--- src/rtl/mem_stage_mc.sv ---
// Multi-channel memory stage between execute and writeback: decodes the effective
// address onto one of NCH req/ack slave channels, aligns stores, extends loads.
module mem_stage_mc #(
    parameter int unsigned         NCH        = 2,
    parameter logic [NCH*64-1:0]   CH_BASE    = {64'h0000_0000_0200_0000, 64'h0000_0000_8000_0000},
    parameter logic [NCH*64-1:0]   CH_MASK    = {64'h0000_0000_FF00_0000, 64'h0000_0000_FF00_0000},
    parameter logic [NCH-1:0]      CH_SKIPCMT = 2'b10,
    parameter int unsigned         TIMEOUT    = 255
) (
    input  logic              clk,
    input  logic              rst,
    input  logic              in_valid,
    output logic              in_ready,
    input  logic [63:0]       in_pc,
    input  logic [31:0]       in_inst,
    input  logic [4:0]        in_rd,
    input  logic              in_rd_wen,
    input  logic [63:0]       in_rd_wdata,
    input  logic              in_ld,
    input  logic              in_st,
    input  logic [1:0]        in_size,
    input  logic              in_unsigned,
    input  logic [63:0]       in_addr,
    input  logic [63:0]       in_wdata,
    output logic              out_valid,
    input  logic              out_ready,
    output logic [63:0]       out_pc,
    output logic [31:0]       out_inst,
    output logic [4:0]        out_rd,
    output logic              out_rd_wen,
    output logic [63:0]       out_rd_wdata,
    output logic              out_skipcmt,
    output logic [1:0]        out_exc,
    output logic [NCH-1:0]    ch_req,
    output logic [63:0]       ch_addr,
    output logic              ch_wen,
    output logic [7:0]        ch_wstrb,
    output logic [63:0]       ch_wdata,
    input  logic [NCH-1:0]    ch_ack,
    input  logic [NCH*64-1:0] ch_rdata
);

    localparam int unsigned SELW = (NCH > 1) ? $clog2(NCH) : 1;
    localparam int unsigned CNTW = (TIMEOUT > 1) ? $clog2(TIMEOUT) : 1;

    typedef enum logic [1:0] {IDLE, ACCESS, DONE} state_t;

    state_t            state, state_nxt;
    logic              accept, is_mem, misaligned, any_hit, go_access;
    logic [SELW-1:0]   hit_sel, sel_q;
    logic [63:0]       pc_q, addr_q, wdata_q, res_q, rdata_sel;
    logic [31:0]       inst_q;
    logic [4:0]        rd_q;
    logic              st_q, uns_q, rd_wen_q, skip_q;
    logic [1:0]        size_q, exc_q;
    logic [CNTW-1:0]   cnt;
    logic              ack_sel, timeout_hit;
    logic [7:0]        strb_base;

    function automatic logic [63:0] load_extend(input logic [63:0] raw, input logic [2:0] off,
                                                input logic [1:0] size, input logic uns);
        logic [63:0] sh;
        sh = raw >> {off, 3'b000};
        case (size)
            2'd0:    load_extend = uns ? {56'd0, sh[7:0]}  : {{56{sh[7]}},  sh[7:0]};
            2'd1:    load_extend = uns ? {48'd0, sh[15:0]} : {{48{sh[15]}}, sh[15:0]};
            2'd2:    load_extend = uns ? {32'd0, sh[31:0]} : {{32{sh[31]}}, sh[31:0]};
            default: load_extend = sh;
        endcase
    endfunction

    // Address decode of the incoming instruction; lowest-index matching region wins.
    always_comb begin
        is_mem = in_ld | in_st;
        case (in_size)
            2'd0:    misaligned = 1'b0;
            2'd1:    misaligned = in_addr[0];
            2'd2:    misaligned = |in_addr[1:0];
            default: misaligned = |in_addr[2:0];
        endcase
        any_hit = 1'b0;
        hit_sel = '0;
        for (int unsigned i = 0; i < NCH; i++) begin
            if (!any_hit && ((in_addr & CH_MASK[64*i +: 64]) == CH_BASE[64*i +: 64])) begin
                any_hit = 1'b1;
                hit_sel = SELW'(i);
            end
        end
        go_access = is_mem & ~misaligned & any_hit;
    end

    assign ack_sel     = ch_ack[sel_q];
    assign rdata_sel   = ch_rdata[64*sel_q +: 64];
    // cnt counts ACCESS cycles already spent, so the request is held exactly TIMEOUT cycles.
    assign timeout_hit = (TIMEOUT != 0) && !ack_sel && ((32'(cnt) + 32'd1) == TIMEOUT);

    always_ff @(posedge clk or negedge rst) begin
        if (!rst) state <= IDLE;
        else      state <= state_nxt;
    end

    always_comb begin
        in_ready  = (state == IDLE) || ((state == DONE) && out_ready);
        accept    = in_valid & in_ready;
        out_valid = (state == DONE);
        state_nxt = state;
        case (state)
            IDLE:    if (accept) state_nxt = go_access ? ACCESS : DONE;
            ACCESS:  if (ack_sel || timeout_hit) state_nxt = DONE;
            DONE:    if (out_ready) state_nxt = accept ? (go_access ? ACCESS : DONE) : IDLE;
            default: state_nxt = IDLE;
        endcase
    end

    always_comb begin
        case (size_q)
            2'd0:    strb_base = 8'h01;
            2'd1:    strb_base = 8'h03;
            2'd2:    strb_base = 8'h0F;
            default: strb_base = 8'hFF;
        endcase
        ch_req   = '0;
        ch_addr  = '0;
        ch_wen   = 1'b0;
        ch_wstrb = '0;
        ch_wdata = '0;
        if (state == ACCESS) begin
            ch_req[sel_q] = 1'b1;
            ch_addr       = {addr_q[63:3], 3'b000};
            ch_wen        = st_q;
            ch_wstrb      = strb_base << addr_q[2:0];
            ch_wdata      = wdata_q << {addr_q[2:0], 3'b000};
        end
    end

    always_ff @(posedge clk or negedge rst) begin
        if (!rst) begin
            pc_q     <= '0;
            inst_q   <= '0;
            rd_q     <= '0;
            addr_q   <= '0;
            wdata_q  <= '0;
            st_q     <= 1'b0;
            uns_q    <= 1'b0;
            size_q   <= '0;
            sel_q    <= '0;
            cnt      <= '0;
            res_q    <= '0;
            rd_wen_q <= 1'b0;
            exc_q    <= '0;
            skip_q   <= 1'b0;
        end else if (accept) begin
            pc_q    <= in_pc;
            inst_q  <= in_inst;
            rd_q    <= in_rd;
            addr_q  <= in_addr;
            wdata_q <= in_wdata;
            st_q    <= in_st;
            uns_q   <= in_unsigned;
            size_q  <= in_size;
            sel_q   <= hit_sel;
            cnt     <= '0;
            skip_q  <= 1'b0;
            if (!is_mem) begin
                res_q    <= in_rd_wdata;
                rd_wen_q <= in_rd_wen;
                exc_q    <= 2'd0;
            end else begin
                res_q    <= '0;
                rd_wen_q <= go_access & in_rd_wen & ~in_st;
                exc_q    <= misaligned ? 2'd1 : (any_hit ? 2'd0 : 2'd2);
            end
        end else if (state == ACCESS) begin
            if (ack_sel) begin
                res_q  <= st_q ? '0 : load_extend(rdata_sel, addr_q[2:0], size_q, uns_q);
                skip_q <= CH_SKIPCMT[sel_q];
            end else if (timeout_hit) begin
                exc_q    <= 2'd3;
                rd_wen_q <= 1'b0;
            end else if (TIMEOUT != 0) begin
                cnt <= cnt + 1'b1;
            end
        end
    end

    assign out_pc       = pc_q;
    assign out_inst     = inst_q;
    assign out_rd       = rd_q;
    assign out_rd_wen   = rd_wen_q;
    assign out_rd_wdata = res_q;
    assign out_skipcmt  = skip_q;
    assign out_exc      = exc_q;

endmodule

--- config.mk ---
export PLATFORM = sky130hd
export DESIGN_NAME = mem_stage_mc
export DESIGN_NICKNAME = d
export VERILOG_FILES = /design/src/rtl/mem_stage_mc.sv
export SDC_FILE = /design/constraint.sdc
export NUM_CORES = 1
export LEC_CHECK = 0
export CORE_AREA = 2 2 287 289
export CTS_BUF_LIST = sky130_fd_sc_hd__clkbuf_4 sky130_fd_sc_hd__clkbuf_8
export DETAILED_ROUTE_END_ITERATION = 12
export DIE_AREA = 0 0 289 291
export PLACE_DENSITY = 0.57
export SLEW_MARGIN = 10
export SYNTH_ARGS = -nofsm -noshare
export SYNTH_HDL_FRONTEND = slang
export SYNTH_SLANG_ARGS = --single-unit
--- constraint.sdc ---
create_clock -name clk -period 2.56 [get_ports clk]
set_input_delay 0.512 -clock clk [delete_from_list [all_inputs] [get_ports clk]]
set_output_delay 0.512 -clock clk [all_outputs]
set_load 0.1 [all_outputs]
==> report_table.html, run 1 <==
<table>
<tr><th>Metric</th><th>Value</th></tr>
<tr><th colspan="2">Drt</th></tr>
<tr><td>Post-detailed-route wirelength per cell</td><td>23.68 um</td></tr>
<tr><td>Count of unresolved DRC violations after routing</td><td>0</td></tr>
<tr><td>Vias after detailed routing</td><td>20,380</td></tr>
<tr><td>DR iter-0 viols</td><td>1,658</td></tr>
<tr><td>Pre-antenna DRT Iters</td><td>6</td></tr>
<tr><td>Antenna Nets Post-Route</td><td>0</td></tr>
<tr><td>Post-Route WL</td><td>98.55 mm</td></tr>
<tr><td>Per-cell via count in the routed design</td><td>4.896</td></tr>
<tr><th colspan="2">Timing</th></tr>
<tr><td>Highest attainable clock frequency</td><td>324.5 MHz</td></tr>
<tr><td>Final-report setup violation count</td><td>145</td></tr>
<tr><td>Setup TNS after final layout</td><td>-25.07 ns</td></tr>
<tr><td>PnR worst setup slack</td><td>-0.5216 ns</td></tr>
<tr><td>Shortest period the worst path allows</td><td>3.082 ns</td></tr>
<tr><td>Share of the clock period used by the worst path</td><td>120.4%</td></tr>
<tr><td>Final hold violation count</td><td>0</td></tr>
<tr><td>Largest clock skew in the final design</td><td>0.04223 ns</td></tr>
<tr><td>Worst rel slew slack</td><td>53.99%</td></tr>
<tr><td>Actual slew at the worst max-slew pin</td><td>0.6901 ns</td></tr>
<tr><td>Worst-case hold slack</td><td>0.3656 ns</td></tr>
<tr><td>Count of pins over their slew limit</td><td>0</td></tr>
<tr><td>Unrepaired setup endpoints after global routing</td><td>true</td></tr>
<tr><th colspan="2">Synthesis</th></tr>
<tr><td>Top cells by area, synth</td><td>sky130_fd_sc_hd__dfrtp_1 (41%), sky130_fd_sc_hd__nand2_1 (16%), sky130_fd_sc_hd__mux4_2 (9.8%), sky130_fd_sc_hd__mux2i_1 (2.9%), sky130_fd_sc_hd__and2_1 (2.7%)</td></tr>
<tr><td>Count of different cell masters after synthesis</td><td>73</td></tr>
<tr><td>Count leader, synth</td><td>sky130_fd_sc_hd__nand2_1</td></tr>
<tr><td>Number of enable-type register cells in the synthesized netlist</td><td>0</td></tr>
<tr><td>Flip-flop cell with the highest count after synthesis</td><td>sky130_fd_sc_hd__dfrtp_1</td></tr>
<tr><td>Yosys warning total</td><td>0</td></tr>
<tr><td>Top cell type by total area after synthesis</td><td>sky130_fd_sc_hd__dfrtp_1</td></tr>
<tr><td>Flop and latch count out of synthesis</td><td>312</td></tr>
<tr><td>Synthesized instance count</td><td>2,163</td></tr>
<tr><td>Mean area per synthesized cell</td><td>8.751 um^2</td></tr>
<tr><td>Register area share after synthesis</td><td>41.25%</td></tr>
<tr><td>Portion of synthesized cell area occupied by the leading cell type</td><td>41.25%</td></tr>
<tr><td>Synthesized area</td><td>0.01893 mm^2</td></tr>
<tr><td>Most numerous cell types in the synthesized netlist</td><td>sky130_fd_sc_hd__nand2_1 (804), sky130_fd_sc_hd__dfrtp_1 (312), sky130_fd_sc_hd__clkbuf_1 (106), sky130_fd_sc_hd__nor2_1 (100), sky130_fd_sc_hd__a21oi_1 (90)</td></tr>
<tr><td>Synth async-reset ratio</td><td>100.0%</td></tr>
<tr><th colspan="2">Clock network</th></tr>
<tr><td>Clock Root Buffer</td><td>sky130_fd_sc_hd__clkbuf_8</td></tr>
<tr><td>CTS HTree Levels</td><td>3</td></tr>
<tr><td>Latest clock arrival within the worst-skew pair</td><td>0.67 ns</td></tr>
<tr><td>Sink count of the clock tree</td><td>312</td></tr>
<tr><td>Clock transition time at the flip-flop clock pins of the worst setup and hold paths</td><td>0.07 ns</td></tr>
<tr><td>Clk buf depth</td><td>3</td></tr>
<tr><td>TritonCTS clock tree</td><td>done</td></tr>
<tr><td>Inserted Clock Buffers</td><td>67</td></tr>
<tr><th colspan="2">Critical path</th></tr>
<tr><td>Minimum setup slack among reg-to-reg paths</td><td>-0.07 ns</td></tr>
<tr><td>Worst EP required</td><td>2.05 ns</td></tr>
<tr><td>Worst reg-to-reg path cell count</td><td>12</td></tr>
<tr><td>Crit end category</td><td>output port</td></tr>
<tr><td>Worst path max stage delay</td><td>0.50 ns</td></tr>
<tr><td>Maximum fanout along the worst path</td><td>6</td></tr>
<tr><td>Origin of the critical flop-to-flop path</td><td>addr_q[1]</td></tr>
<tr><td>Most numerous cell on the critical path</td><td>sky130_fd_sc_hd__buf_12</td></tr>
<tr><td>Capture instance of the worst register-to-register path</td><td>out_rd_wdata[29]</td></tr>
<tr><td>Cell family with most CP delay</td><td>buffers and inverters</td></tr>
<tr><td>Worst setup path category</td><td>flop to output port</td></tr>
<tr><td>Startpoint kind of the worst setup timing path</td><td>flop</td></tr>
<tr><td>Data arrival time of the critical path</td><td>2.57 ns</td></tr>
<tr><td>Buffer and inverter count on the worst path</td><td>5</td></tr>
<tr><td>Worst-path cell chain</td><td>buf_12 &gt; buf_12 &gt; buf_8 &gt; mux4_2 &gt; mux2i_1 &gt; buf_4 &gt; nor2_4 &gt; buf_12</td></tr>
<tr><td>CP max-delay cell</td><td>sky130_fd_sc_hd__dfrtp_4</td></tr>
<tr><th colspan="2">Global route</th></tr>
<tr><td>Largest net degree at the start of global routing</td><td>71</td></tr>
<tr><td>Global routing usage summed across all routing layers</td><td>22.61%</td></tr>
<tr><td>Wire length of the first global-routing pass</td><td>141.2 mm</td></tr>
<tr><td>Antenna violations before repair</td><td>17</td></tr>
<tr><td>Number of global-route vias before repair</td><td>20,540</td></tr>
<tr><td>Total congestion overflow after global routing</td><td>0</td></tr>
<tr><th colspan="2">Placement</th></tr>
<tr><td>GP Congestion</td><td>0.9341</td></tr>
<tr><td>Placed cell count</td><td>3,947</td></tr>
<tr><td>Estimated wirelength of the detail-placed design</td><td>73.04 mm</td></tr>
<tr><td>Count of input and output buffers</td><td>739</td></tr>
<tr><th colspan="2">Floorplan</th></tr>
<tr><td>Initial Util</td><td>23.31%</td></tr>
<tr><td>Area of the placeable core</td><td>0.08119 mm^2</td></tr>
<tr><td>Die outline width</td><td>289 um</td></tr>
<tr><td>Die outline area</td><td>0.08410 mm^2</td></tr>
<tr><td>Number of placement rows</td><td>105</td></tr>
<tr><td>Height of the die</td><td>291 um</td></tr>
<tr><td>Count of boundary I/O pins</td><td>743</td></tr>
<tr><th colspan="2">Min path</th></tr>
<tr><td>Min-Delay Endpoint</td><td>addr_q[41]</td></tr>
<tr><td>Hold Path Stages</td><td>3</td></tr>
<tr><td>Class of the most critical hold timing path</td><td>input pin to flop</td></tr>
<tr><td>Start point of the worst hold path</td><td>in_addr[41]</td></tr>
<tr><th colspan="2">Power and ir drop</th></tr>
<tr><td>Peak supply drop</td><td>0.5666 mV</td></tr>
<tr><td>Lkg Pwr</td><td>14.77 nW</td></tr>
<tr><td>Total power after layout</td><td>21.08 mW</td></tr>
<tr><td>PwrDens</td><td>620.7 mW/mm^2</td></tr>
<tr><th colspan="2">Cells and area</th></tr>
<tr><td>Area Overhead vs Synth</td><td>79.45%</td></tr>
<tr><td>Cell Count, Final, Fillers Out</td><td>4,162</td></tr>
<tr><td>Number of nets in the layout</td><td>3,464</td></tr>
<tr><td>Fraction of layout cells with a size suffix above 1</td><td>34.89%</td></tr>
<tr><th colspan="2">Flow run</th></tr>
<tr><td>Max-cap check violation count</td><td>0</td></tr>
<tr><th colspan="2">Outcome</th></tr>
<tr><td>Result of the run</td><td>complete, but fails checks</td></tr>
<tr><td>Violated checks</td><td>setup timing</td></tr>
</table>
## timing repair
action	in CTS	in global routing
hold buffers	1	0
pin swaps	71	33
setup buffers	36	33
setup endpoints to repair	138	188
gates resized for setup	214	142
cloned	14	5
endpoints found under the hold margin	45	0
## worst register-to-register path: stages, from the launching register on
cell and delay, ns:
sky130_fd_sc_hd__dfrtp_4 0.50, sky130_fd_sc_hd__buf_6 0.13, sky130_fd_sc_hd__buf_8 0.13, sky130_fd_sc_hd__buf_6 0.12, sky130_fd_sc_hd__buf_6 0.12, sky130_fd_sc_hd__buf_6 0.11
sky130_fd_sc_hd__or2_4 0.24, sky130_fd_sc_hd__o22a_4 0.21, sky130_fd_sc_hd__a2111oi_4 0.38, sky130_fd_sc_hd__nor4_4 0.10, sky130_fd_sc_hd__buf_4 0.18, sky130_fd_sc_hd__buf_8 0.14
sky130_fd_sc_hd__a211oi_2 0.19
## where the power goes
group | leakage [nW] | switching [mW] | internal, mW
registers | 3.90 | 0.555 | 5.54
clock network | 0.835 | 2.70 | 3.83
logic | 10.0 | 5.37 | 3.09
total | 14.8 | 8.63 | 12.5
## cells in the final DEF, fill, tap and decap left out, drive strengths merged, types with 17 or more instances in the layout
| cell type | instances |
|---|---|
| nor3 | 21 |
| a21oi | 90 |
| buf | 530 |
| nor2b | 33 |
| nand2 | 805 |
| and2 | 84 |
| nor2 | 100 |
| and3 | 24 |
| a211oi | 37 |
| mux2 | 38 |
| mux2i | 55 |
| o21ai | 39 |
| mux4 | 85 |
| clkbuf | 100 |
| inv | 17 |
| dfrtp | 312 |
| a22oi | 54 |
| clkdlybuf4s50 | 431 |
## how the worst max path moves through the flow
stage | cells after the start | start | slack [ns] | endpoint
after floorplan | 6 | addr_q[0] | -0.32 | ch_wdata[0]
after global placement | 7 | ch_rdata[31] | -0.12 | out_rd_wdata[37]
after detailed placement | 7 | ch_rdata[79] | -0.10 | out_rd_wdata[19]
after CTS | 8 | addr_q[0] | -0.59 | ch_wdata[62]
after global routing | 8 | addr_q[0] | -0.61 | ch_wdata[37]
final | 8 | addr_q[0] | -0.52 | ch_wdata[62]
## cell type report
| type | count | area, um^2 |
|---|---|---|
| flip-flops and latches | 312 | 7821 |
| repair buffers | 969 | 11230 |
| clock inverters | 25 | 346.6 |
| multi-input cells | 1668 | 11910 |
| inverters | 11 | 51.30 |
| clock buffers | 96 | 1246 |
| diodes | 11 | 27.53 |
| fillers | 7920 | 47220 |
| well taps | 1070 | 1339 |
## through the flow
stage               util (%)  instance area, um^2  setup slack, ns
floorplan                  -                19480          -0.3177
global placement       36.86                29930          -0.1215
detailed placement     36.86                29930          -0.1038
CTS                    40.67                33020          -0.5878
global route           41.84                33970          -0.6101
finish                 41.84                33970          -0.5216
## state kept, by name (all words and copies together), names as in the netlist
| signal | flops |
|---|---|
| cnt | 8 |
| state | 2 |
| out_exc | 2 |
| out_inst | 32 |
| sel_q | 1 |
| st_q | 1 |
| out_pc | 64 |
| out_rd_wdata | 64 |
| uns_q | 1 |
| out_skipcmt | 1 |
| wdata_q | 64 |
| out_rd | 5 |
| addr_q | 64 |
| size_q | 2 |
| out_rd_wen | 1 |
## metal layers
| layer | up-vias | track usage [%] | routed length, um |
|---|---|---|---|
| met3 | 188 | 5.980 | 8207 |
| met2 | 935 | 37.05 | 47140 |
| met4 | 8 | 8.662 | 3860 |
| li1 | 9250 | - | - |
| met5 | - | 0 | 57 |
| met1 | 9996 | 28.28 | 39280 |
## cells by family (layout without fill, tap and decap cells)
kind of cell	Yosys count	after routing	synth area share, %
compound gates	370	370	13.68
fa+ha+maj	2	2	0.1322
flops	312	312	41.25
other cells	1	14	0.01981
buf+inv	185	1101	4.561
xor+xnor	2	2	0.09255
mux	178	178	15.36
simple gates	1113	1113	24.91
Power figures use the tool's default switching activity.
==> run 2, diff against run 1 <==
Settings changed: RECOVER_POWER set to 25.
==> run 2 against run 1 <==
Effect of this change: maximum frequency rose by 0.10%; the flow finishes with violations (capacitance limit, slew limit, setup timing); critical path depth did not move; clock power barely moved; critical path type unchanged; cell area fell by 0.21%; critical endpoint is now ch_wdata[39].
==> report_table.html, run 2 (same netlist as run 1, synthesis figures left out) <==
<table>
<tr><th>Metric</th><th>Value</th></tr>
<tr><th colspan="2">Outcome</th></tr>
<tr><td>Result of the run</td><td>complete, but fails checks</td></tr>
<tr><td>Violated checks</td><td>capacitance limit, slew limit, setup timing</td></tr>
<tr><th colspan="2">Power and ir drop</th></tr>
<tr><td>Clock group share of total power</td><td>31.0% (about the same)</td></tr>
<tr><td>Total power after layout</td><td>21.06 mW (-0.12%)</td></tr>
<tr><td>Switching Power</td><td>8.614 mW (-0.17%)</td></tr>
<tr><td>Internal cell power</td><td>12.44 mW (about the same)</td></tr>
<tr><td>Register share of total power</td><td>28.9% (about the same)</td></tr>
<tr><td>Net switching share of the total power</td><td>40.91% (about the same)</td></tr>
<tr><td>Lkg Pwr</td><td>14.74 nW (-0.18%)</td></tr>
<tr><td>Peak supply drop</td><td>0.5669 mV (about the same)</td></tr>
<tr><td>PwrDens</td><td>621.2 mW/mm^2 (about the same)</td></tr>
<tr><td>Combinational group share of total power</td><td>40.1% (about the same)</td></tr>
<tr><th colspan="2">Global route</th></tr>
<tr><td>Wire length of the first global-routing pass</td><td>141.2 mm (unchanged)</td></tr>
<tr><td>Total congestion overflow after global routing</td><td>0 (unchanged)</td></tr>
<tr><td>Number of global-route vias before repair</td><td>20,540 (unchanged)</td></tr>
<tr><td>Antenna violations before repair</td><td>17 (unchanged)</td></tr>
<tr><td>Largest net degree at the start of global routing</td><td>71 (unchanged)</td></tr>
<tr><td>Global routing usage summed across all routing layers</td><td>22.61% (unchanged)</td></tr>
<tr><th colspan="2">Critical path</th></tr>
<tr><td>Origin of the critical flop-to-flop path</td><td>addr_q[1]</td></tr>
<tr><td>Most numerous cell on the critical path</td><td>sky130_fd_sc_hd__buf_12</td></tr>
<tr><td>Maximum fanout along the worst path</td><td>6 (unchanged)</td></tr>
<tr><td>Worst reg-to-reg path cell count</td><td>12 (unchanged)</td></tr>
<tr><td>Cell family with most CP delay</td><td>buffers and inverters</td></tr>
<tr><td>Worst EP required</td><td>2.05 ns (about the same)</td></tr>
<tr><td>Buffer and inverter count on the worst path</td><td>4 (-1)</td></tr>
<tr><td>Capture instance of the worst register-to-register path</td><td>out_rd_wdata[29]</td></tr>
<tr><td>Minimum setup slack among reg-to-reg paths</td><td>-0.07 ns (about the same)</td></tr>
<tr><td>Crit end category</td><td>output port</td></tr>
<tr><td>Worst-path cell chain</td><td>buf_12 &gt; buf_12 &gt; buf_6 &gt; mux4_2 &gt; and2_4 &gt; a31oi_4 &gt; nor2_4 &gt; buf_12</td></tr>
<tr><td>Startpoint kind of the worst setup timing path</td><td>flop</td></tr>
<tr><td>Data arrival time of the critical path</td><td>2.57 ns (about the same)</td></tr>
<tr><td>Worst path max stage delay</td><td>0.50 ns (about the same)</td></tr>
<tr><td>CP max-delay cell</td><td>sky130_fd_sc_hd__dfrtp_4</td></tr>
<tr><td>Worst setup path category</td><td>flop to output port</td></tr>
<tr><th colspan="2">Clock network</th></tr>
<tr><td>Latest clock arrival within the worst-skew pair</td><td>0.67 ns (about the same)</td></tr>
<tr><td>Inserted Clock Buffers</td><td>67 (unchanged)</td></tr>
<tr><td>CTS HTree Levels</td><td>3 (unchanged)</td></tr>
<tr><td>Clock Root Buffer</td><td>sky130_fd_sc_hd__clkbuf_8</td></tr>
<tr><td>Clk buf depth</td><td>3 (unchanged)</td></tr>
<tr><td>TritonCTS clock tree</td><td>done</td></tr>
<tr><td>Sink count of the clock tree</td><td>312 (unchanged)</td></tr>
<tr><td>Clock transition time at the flip-flop clock pins of the worst setup and hold paths</td><td>0.07 ns (about the same)</td></tr>
<tr><th colspan="2">Floorplan</th></tr>
<tr><td>Initial Util</td><td>23.31% (unchanged)</td></tr>
<tr><td>Die outline width</td><td>289 um (unchanged)</td></tr>
<tr><td>Height of the die</td><td>291 um (unchanged)</td></tr>
<tr><td>Number of placement rows</td><td>105 (unchanged)</td></tr>
<tr><td>Die outline area</td><td>0.08410 mm^2 (unchanged)</td></tr>
<tr><td>Count of boundary I/O pins</td><td>743 (unchanged)</td></tr>
<tr><td>Area of the placeable core</td><td>0.08119 mm^2 (unchanged)</td></tr>
<tr><th colspan="2">Min path</th></tr>
<tr><td>Min-Delay Endpoint</td><td>out_inst[12]</td></tr>
<tr><td>Class of the most critical hold timing path</td><td>input pin to flop</td></tr>
<tr><td>Hold Path Stages</td><td>3 (unchanged)</td></tr>
<tr><td>Start point of the worst hold path</td><td>in_inst[12]</td></tr>
<tr><th colspan="2">Placement</th></tr>
<tr><td>Count of input and output buffers</td><td>739 (unchanged)</td></tr>
<tr><td>GP Congestion</td><td>0.9341 (unchanged)</td></tr>
<tr><td>Estimated wirelength of the detail-placed design</td><td>73.04 mm (unchanged)</td></tr>
<tr><td>Worst setup slack after placement</td><td>-0.1038 ns (unchanged)</td></tr>
<tr><th colspan="2">Timing</th></tr>
<tr><td>Worst rel slew slack</td><td>-19.17% (-73 points)</td></tr>
<tr><td>PnR worst setup slack</td><td>-0.5184 ns (+0.003194 ns)</td></tr>
<tr><td>Final hold violation count</td><td>0 (unchanged)</td></tr>
<tr><td>Share of the clock period used by the worst path</td><td>120.3% (-0.12 points)</td></tr>
<tr><td>Unrepaired setup endpoints after global routing</td><td>true</td></tr>
<tr><td>Count of pins over their slew limit</td><td>53 (+53)</td></tr>
<tr><td>Final-report setup violation count</td><td>144 (-0.69%)</td></tr>
<tr><td>Worst-case hold slack</td><td>0.3642 ns (-0.001450 ns)</td></tr>
<tr><td>Highest attainable clock frequency</td><td>324.8 MHz (+0.10%)</td></tr>
<tr><td>Shortest period the worst path allows</td><td>3.078 ns (-0.003194 ns)</td></tr>
<tr><td>Actual slew at the worst max-slew pin</td><td>1.788 ns (+1.097 ns)</td></tr>
<tr><td>Setup TNS after final layout</td><td>-24.74 ns (+0.3279 ns)</td></tr>
<tr><td>Largest clock skew in the final design</td><td>0.04490 ns (+0.002667 ns)</td></tr>
<tr><th colspan="2">Cells and area</th></tr>
<tr><td>Number of nets in the layout</td><td>3,464 (unchanged)</td></tr>
<tr><td>Most common library cell in the layout ignoring fill and taps</td><td>sky130_fd_sc_hd__nand2_1</td></tr>
<tr><td>Most frequent cells in the layout</td><td>sky130_fd_sc_hd__nand2_1 (798), sky130_fd_sc_hd__clkdlybuf4s50_1 (431), sky130_fd_sc_hd__dfrtp_1 (307), sky130_fd_sc_hd__buf_4 (294), sky130_fd_sc_hd__buf_12 (186)</td></tr>
<tr><td>Utilization of the core after routing</td><td>41.75% (-0.089 points)</td></tr>
<tr><td>Area Overhead vs Synth</td><td>79.07%</td></tr>
<tr><td>Fraction of layout cells with a size suffix above 1</td><td>34.89% (unchanged)</td></tr>
<tr><th colspan="2">Drt</th></tr>
<tr><td>DR iter-0 viols</td><td>1,627 (-1.9%)</td></tr>
<tr><td>Pre-antenna DRT Iters</td><td>6 (unchanged)</td></tr>
<tr><td>Count of unresolved DRC violations after routing</td><td>0 (unchanged)</td></tr>
<tr><td>Per-cell via count in the routed design</td><td>4.900 (about the same)</td></tr>
<tr><td>Post-Route WL</td><td>98.55 mm (about the same)</td></tr>
<tr><td>Post-detailed-route wirelength per cell</td><td>23.68 um (about the same)</td></tr>
<tr><td>Antenna Nets Post-Route</td><td>0 (unchanged)</td></tr>
<tr><td>Vias after detailed routing</td><td>20,390 (+0.079%)</td></tr>
<tr><th colspan="2">Flow run</th></tr>
<tr><td>Max-cap check violation count</td><td>1 (+1)</td></tr>
</table>
run 2: cell count changes in the layout (fill, tap and decap cells not counted):
cell and change:
sky130_fd_sc_hd__buf_12 -5, sky130_fd_sc_hd__clkbuf_2 +1, sky130_fd_sc_hd__clkbuf_4 +5, sky130_fd_sc_hd__buf_8 -1
run 2: layout make-up:
cell class,count,area (um^2)
well taps,1070,1339
clock buffers,96,1246
repair buffers,969,11160
clock inverters,25,346.6
multi-input cells,1668,11910
diodes,11,27.53
flip-flops and latches,312,7821
fillers,7926,47290
inverters,11,51.30
run 2: what timing repair did:
action	4_1_cts	5_1_grt
buffers inserted	36	33
endpoints found under the hold margin	45	0
endpoints found under the setup margin	138	188
cloned	14	5
hold buffers	1	0
resized for setup	214	142
pin swaps	71	33
run 2: how the worst max path moves through the flow:
stage / startpoint / to / slack (ns) / cells past startpoint
2_1_floorplan: addr_q[0] / ch_wdata[0] / -0.32 / 6
3_3_place_gp: ch_rdata[31] / out_rd_wdata[37] / -0.12 / 7
3_5_place_dp: ch_rdata[79] / out_rd_wdata[19] / -0.10 / 7
4_1_cts: addr_q[0] / ch_wdata[62] / -0.59 / 8
5_1_grt: addr_q[0] / ch_wdata[37] / -0.61 / 8
6_report: addr_q[0] / ch_wdata[39] / -0.52 / 8
run 2: power groups by stage:
stage | Combinational, mW | Clock (mW) | Sequential [mW]
after floorplan | 2.43 | 0 | 8.27
after global placement | 7.38 | 0 | 6.15
after detailed placement | 7.40 | 0 | 6.15
after CTS | 7.98 | 6.71 | 6.08
after global routing | 8.84 | 6.94 | 6.15
final | 8.45 | 6.52 | 6.09
run 2: worst min-delay path: stages:
cell	delay, ns
sky130_fd_sc_hd__clkdlybuf4s50_1	0.39
sky130_fd_sc_hd__nand2_1	0.05
sky130_fd_sc_hd__nand2_1	0.04
run 2: stage by stage:
step	instance area, um^2	instances
final	33900	4162
after global routing	33890	4161
after CTS	33020	4119
after detailed placement	29930	3947
after global placement	29930	3947
after floorplan	19480	2165
run 2: layer usage:
metal	share of wire (%)	vias up	global-route usage [%]
met1	40	10010	28.28
met2	48	940	37.05
li1	-	9245	-
met4	3.9	8	8.662
met5	0.058	-	0
met3	8.4	187	5.980
==> run 3, diff against run 2 <==
--- a/config.mk
+++ b/config.mk
@@ -7,7 +7,7 @@
 export LEC_CHECK = 0
-export CORE_AREA = 2 2 287 289
+export CORE_AREA = 2 2 293 295
 export CTS_BUF_LIST = sky130_fd_sc_hd__clkbuf_4 sky130_fd_sc_hd__clkbuf_8
 export DETAILED_ROUTE_END_ITERATION = 12
-export DIE_AREA = 0 0 289 291
-export PLACE_DENSITY = 0.57
+export DIE_AREA = 0 0 295 297
+export PLACE_DENSITY = 0.56
 export RECOVER_POWER = 25
==> constraint.sdc (replaced) <==
create_clock -name clk -period 2.56 [get_ports clk]
set_input_delay 0.768 -clock clk [delete_from_list [all_inputs] [get_ports clk]]
set_output_delay 0.768 -clock clk [all_outputs]
set_load 0.1 [all_outputs]
==> run 3 against run 2 <==
Effect of this change: the flow finishes with violations (setup timing); sequential share of layout area down 0.71 points; maximum frequency is 4.4% lower; cell count rose by 3.7%; die area up 4.2%; critical endpoint is now ch_wdata[50]; largest cell class is now non-clock buffers.
==> report_table.html, run 3 (same netlist as run 1, synthesis figures left out) <==
<table>
<tr><th>Metric</th><th>Value</th></tr>
<tr><th colspan="2">Outcome</th></tr>
<tr><td>Result of the run</td><td>complete, but fails checks</td></tr>
<tr><td>Violated checks</td><td>setup timing</td></tr>
<tr><th colspan="2">Critical path</th></tr>
<tr><td>CP max-delay cell</td><td>sky130_fd_sc_hd__dfrtp_4</td></tr>
<tr><td>Worst reg-to-reg path cell count</td><td>12 (unchanged)</td></tr>
<tr><td>Cell family with most CP delay</td><td>multiplexers</td></tr>
<tr><td>Worst-path cell chain</td><td>buf_12 &gt; buf_12 &gt; mux4_2 &gt; mux2i_2 &gt; nor2_4 &gt; buf_12</td></tr>
<tr><td>Crit end category</td><td>output port</td></tr>
<tr><td>Buffer and inverter count on the worst path</td><td>3 (-1)</td></tr>
<tr><td>Worst path max stage delay</td><td>0.55 ns (+0.05 ns)</td></tr>
<tr><td>Worst setup path category</td><td>flop to output port</td></tr>
<tr><td>Startpoint kind of the worst setup timing path</td><td>flop</td></tr>
<tr><td>Depth of the critical timing path with buffers and inverters included</td><td>6 (-2)</td></tr>
<tr><td>Maximum fanout along the worst path</td><td>7 (+1)</td></tr>
<tr><td>Most numerous cell on the critical path</td><td>sky130_fd_sc_hd__buf_12</td></tr>
<tr><td>Worst EP required</td><td>1.79 ns (-0.26 ns)</td></tr>
<tr><td>Data arrival time of the critical path</td><td>2.45 ns (-0.12 ns)</td></tr>
<tr><th colspan="2">Drt</th></tr>
<tr><td>DR iter-0 viols</td><td>1,528 (-6.1%)</td></tr>
<tr><td>Pre-antenna DRT Iters</td><td>6 (unchanged)</td></tr>
<tr><td>Antenna Nets Post-Route</td><td>0 (unchanged)</td></tr>
<tr><td>Count of unresolved DRC violations after routing</td><td>0 (unchanged)</td></tr>
<tr><td>Post-detailed-route wirelength per cell</td><td>23.39 um (-1.2%)</td></tr>
<tr><td>Vias after detailed routing</td><td>20,770 (+1.8%)</td></tr>
<tr><td>Post-Route WL</td><td>101.0 mm (+2.5%)</td></tr>
<tr><td>Per-cell via count in the routed design</td><td>4.809 (-1.8%)</td></tr>
<tr><th colspan="2">Clock network</th></tr>
<tr><td>TritonCTS clock tree</td><td>done</td></tr>
<tr><td>Inserted Clock Buffers</td><td>67 (unchanged)</td></tr>
<tr><td>Sink count of the clock tree</td><td>312 (unchanged)</td></tr>
<tr><td>Clk buf depth</td><td>3 (unchanged)</td></tr>
<tr><td>Clock transition time at the flip-flop clock pins of the worst setup and hold paths</td><td>0.06 ns (about the same)</td></tr>
<tr><td>Clock Root Buffer</td><td>sky130_fd_sc_hd__clkbuf_8</td></tr>
<tr><td>CTS HTree Levels</td><td>3 (unchanged)</td></tr>
<tr><td>Latest clock arrival within the worst-skew pair</td><td>0.66 ns (about the same)</td></tr>
<tr><th colspan="2">Cells and area</th></tr>
<tr><td>Most frequent cells in the layout</td><td>sky130_fd_sc_hd__nand2_1 (789), sky130_fd_sc_hd__clkdlybuf4s50_1 (431), sky130_fd_sc_hd__buf_4 (360), sky130_fd_sc_hd__dfrtp_1 (308), sky130_fd_sc_hd__buf_12 (203)</td></tr>
<tr><td>Fraction of layout cells with a size suffix above 1</td><td>36.50% (+1.6 points)</td></tr>
<tr><td>Cell Count, Final, Fillers Out</td><td>4,318 (+3.7%)</td></tr>
<tr><td>Number of nets in the layout</td><td>3,552 (+2.5%)</td></tr>
<tr><td>Most common library cell in the layout ignoring fill and taps</td><td>sky130_fd_sc_hd__nand2_1</td></tr>
<tr><td>Utilization of the core after routing</td><td>41.39% (-0.36 points)</td></tr>
<tr><td>Area Overhead vs Synth</td><td>84.72%</td></tr>
<tr><td>Filler cell count in the final layout</td><td>8,246 (+4.0%)</td></tr>
<tr><th colspan="2">Min path</th></tr>
<tr><td>Class of the most critical hold timing path</td><td>flop to flop</td></tr>
<tr><td>Hold Path Stages</td><td>2 (-1)</td></tr>
<tr><th colspan="2">Placement</th></tr>
<tr><td>Placed cell count</td><td>4,104 (+4.0%)</td></tr>
<tr><td>Estimated wirelength of the detail-placed design</td><td>75.08 mm (+2.8%)</td></tr>
<tr><td>GP Congestion</td><td>0.9135 (-2.2%)</td></tr>
<tr><td>Count of input and output buffers</td><td>739 (unchanged)</td></tr>
<tr><th colspan="2">Global route</th></tr>
<tr><td>Antenna violations before repair</td><td>21 (+4)</td></tr>
<tr><td>Number of global-route vias before repair</td><td>20,520 (-0.058%)</td></tr>
<tr><td>Wire length of the first global-routing pass</td><td>142.4 mm (+0.84%)</td></tr>
<tr><td>Largest net degree at the start of global routing</td><td>76 (+7.0%)</td></tr>
<tr><td>Total congestion overflow after global routing</td><td>0 (unchanged)</td></tr>
<tr><td>Global routing usage summed across all routing layers</td><td>22.01% (-0.60 points)</td></tr>
<tr><th colspan="2">Floorplan</th></tr>
<tr><td>Area of the placeable core</td><td>0.08448 mm^2 (+4.0%)</td></tr>
<tr><td>Die outline area</td><td>0.08762 mm^2 (+4.2%)</td></tr>
<tr><td>Initial Util</td><td>22.41% (-0.91 points)</td></tr>
<tr><td>Die outline width</td><td>295 um (+2.1%)</td></tr>
<tr><td>Count of boundary I/O pins</td><td>743 (unchanged)</td></tr>
<tr><td>Height of the die</td><td>297 um (+2.1%)</td></tr>
<tr><td>Number of placement rows</td><td>107 (+1.9%)</td></tr>
<tr><th colspan="2">Timing</th></tr>
<tr><td>Final hold violation count</td><td>0 (unchanged)</td></tr>
<tr><td>Worst-case hold slack</td><td>0.4719 ns (+0.1078 ns)</td></tr>
<tr><td>PnR worst setup slack</td><td>-0.6586 ns (-0.1401 ns)</td></tr>
<tr><td>Largest clock skew in the final design</td><td>0.04540 ns (+0.0004978 ns)</td></tr>
<tr><td>Share of the clock period used by the worst path</td><td>125.7% (+5.5 points)</td></tr>
<tr><td>Unrepaired setup endpoints after global routing</td><td>true</td></tr>
<tr><td>Shortest period the worst path allows</td><td>3.219 ns (+0.1401 ns)</td></tr>
<tr><td>Worst rel slew slack</td><td>34.02% (+53 points)</td></tr>
<tr><td>Actual slew at the worst max-slew pin</td><td>0.9897 ns (-0.7978 ns)</td></tr>
<tr><td>Final-report setup violation count</td><td>176 (+22%)</td></tr>
<tr><td>Highest attainable clock frequency</td><td>310.7 MHz (-4.4%)</td></tr>
<tr><td>Count of pins over their slew limit</td><td>0 (-100%)</td></tr>
<tr><td>Setup TNS after final layout</td><td>-57.89 ns (-33.15 ns)</td></tr>
<tr><th colspan="2">Power and ir drop</th></tr>
<tr><td>Lkg Pwr</td><td>15.35 nW (+4.1%)</td></tr>
<tr><td>PwrDens</td><td>600.4 mW/mm^2 (-3.3%)</td></tr>
<tr><td>Peak supply drop</td><td>0.5344 mV (-5.7%)</td></tr>
<tr><th colspan="2">Flow run</th></tr>
<tr><td>Max-cap check violation count</td><td>0 (-1)</td></tr>
</table>
==> run 3: changes by cell type in the layout (fill, tap and decap cells not counted), sizes merged <==
cell and delta:
clkinv -3, inv -3, clkinvlp +2, clkbuf +8
bufinv -4, diode -4, buf +86
==> run 3: area by class of cell <==
| cell class | count | area, um^2 | area share [%] |
|---|---|---|---|
| clock buffers | 102 | 1291 | 3.693 |
| diodes | 7 | 17.52 | 0.05010 |
| flip-flops and latches | 312 | 7820 | 22.36 |
| multi-input cells | 1668 | 12040 | 34.43 |
| well taps | 1144 | 1431 | 4.094 |
| clock inverters | 17 | 172.7 | 0.4938 |
| inverters | 11 | 46.29 | 0.1324 |
| repair buffers | 1057 | 12150 | 34.75 |
==> run 3: tightest hold or removal path: stages, from the launching register on <==
cell and delay (ns):
sky130_fd_sc_hd__dfrtp_1 0.34, sky130_fd_sc_hd__nand2_1 0.05, sky130_fd_sc_hd__nand2_1 0.05
==> run 3: per-layer routing <==
metal	global-route usage, %	share of wire, %	vias up	wire length (um)
met5	0	0.15	-	155
met4	6.766	2.9	24	2939
met3	7.031	10	177	10050
met2	37.34	49	1006	49450
met1	26.35	38	10130	38380
li1	-	-	9435	-
==> run 3: stage by stage <==
stage | total power [mW] | cell area, um^2 | worst slack [ns]
2_1_floorplan | 10.80 | 19720 | -0.5733
3_3_place_gp | 13.82 | 31010 | -0.3745
3_5_place_dp | 13.86 | 31010 | -0.3560
4_1_cts | 20.70 | 34050 | -0.7659
5_1_grt | 21.85 | 34960 | -0.7432
6_report | 20.99 | 34970 | -0.6586
==> run 3: power breakdown <==
group / switching [mW] / total [mW] / internal, mW
Clock: 2.59 / 6.04 / 3.45
Combinational: 5.51 / 8.87 / 3.36
Sequential: 0.546 / 6.08 / 5.54
Total: 8.65 / 21.0 / 12.3
==> run 3: timing repair <==
item	4_1_cts	5_1_grt
setup buffers	33	39
cloned	17	11
resized for setup	218	132
endpoints found under the hold margin	26	0
hold buffers	1	0
pin swaps	77	49
setup endpoints to repair	141	200
==> run 3: worst paths after layout <==
check,startpoint,endpoint,slack [ns]
setup / recovery,addr_q[0],ch_wdata[50],-0.66
hold / removal,addr_q[61],addr_q[61],0.47
setup reg to reg,addr_q[0],out_rd_wdata[30],-0.20
hold reg to reg,addr_q[61],addr_q[61],0.47
max in group asynchronous,rst,out_inst[14],0.05
min in group asynchronous,rst,addr_q[47],0.83
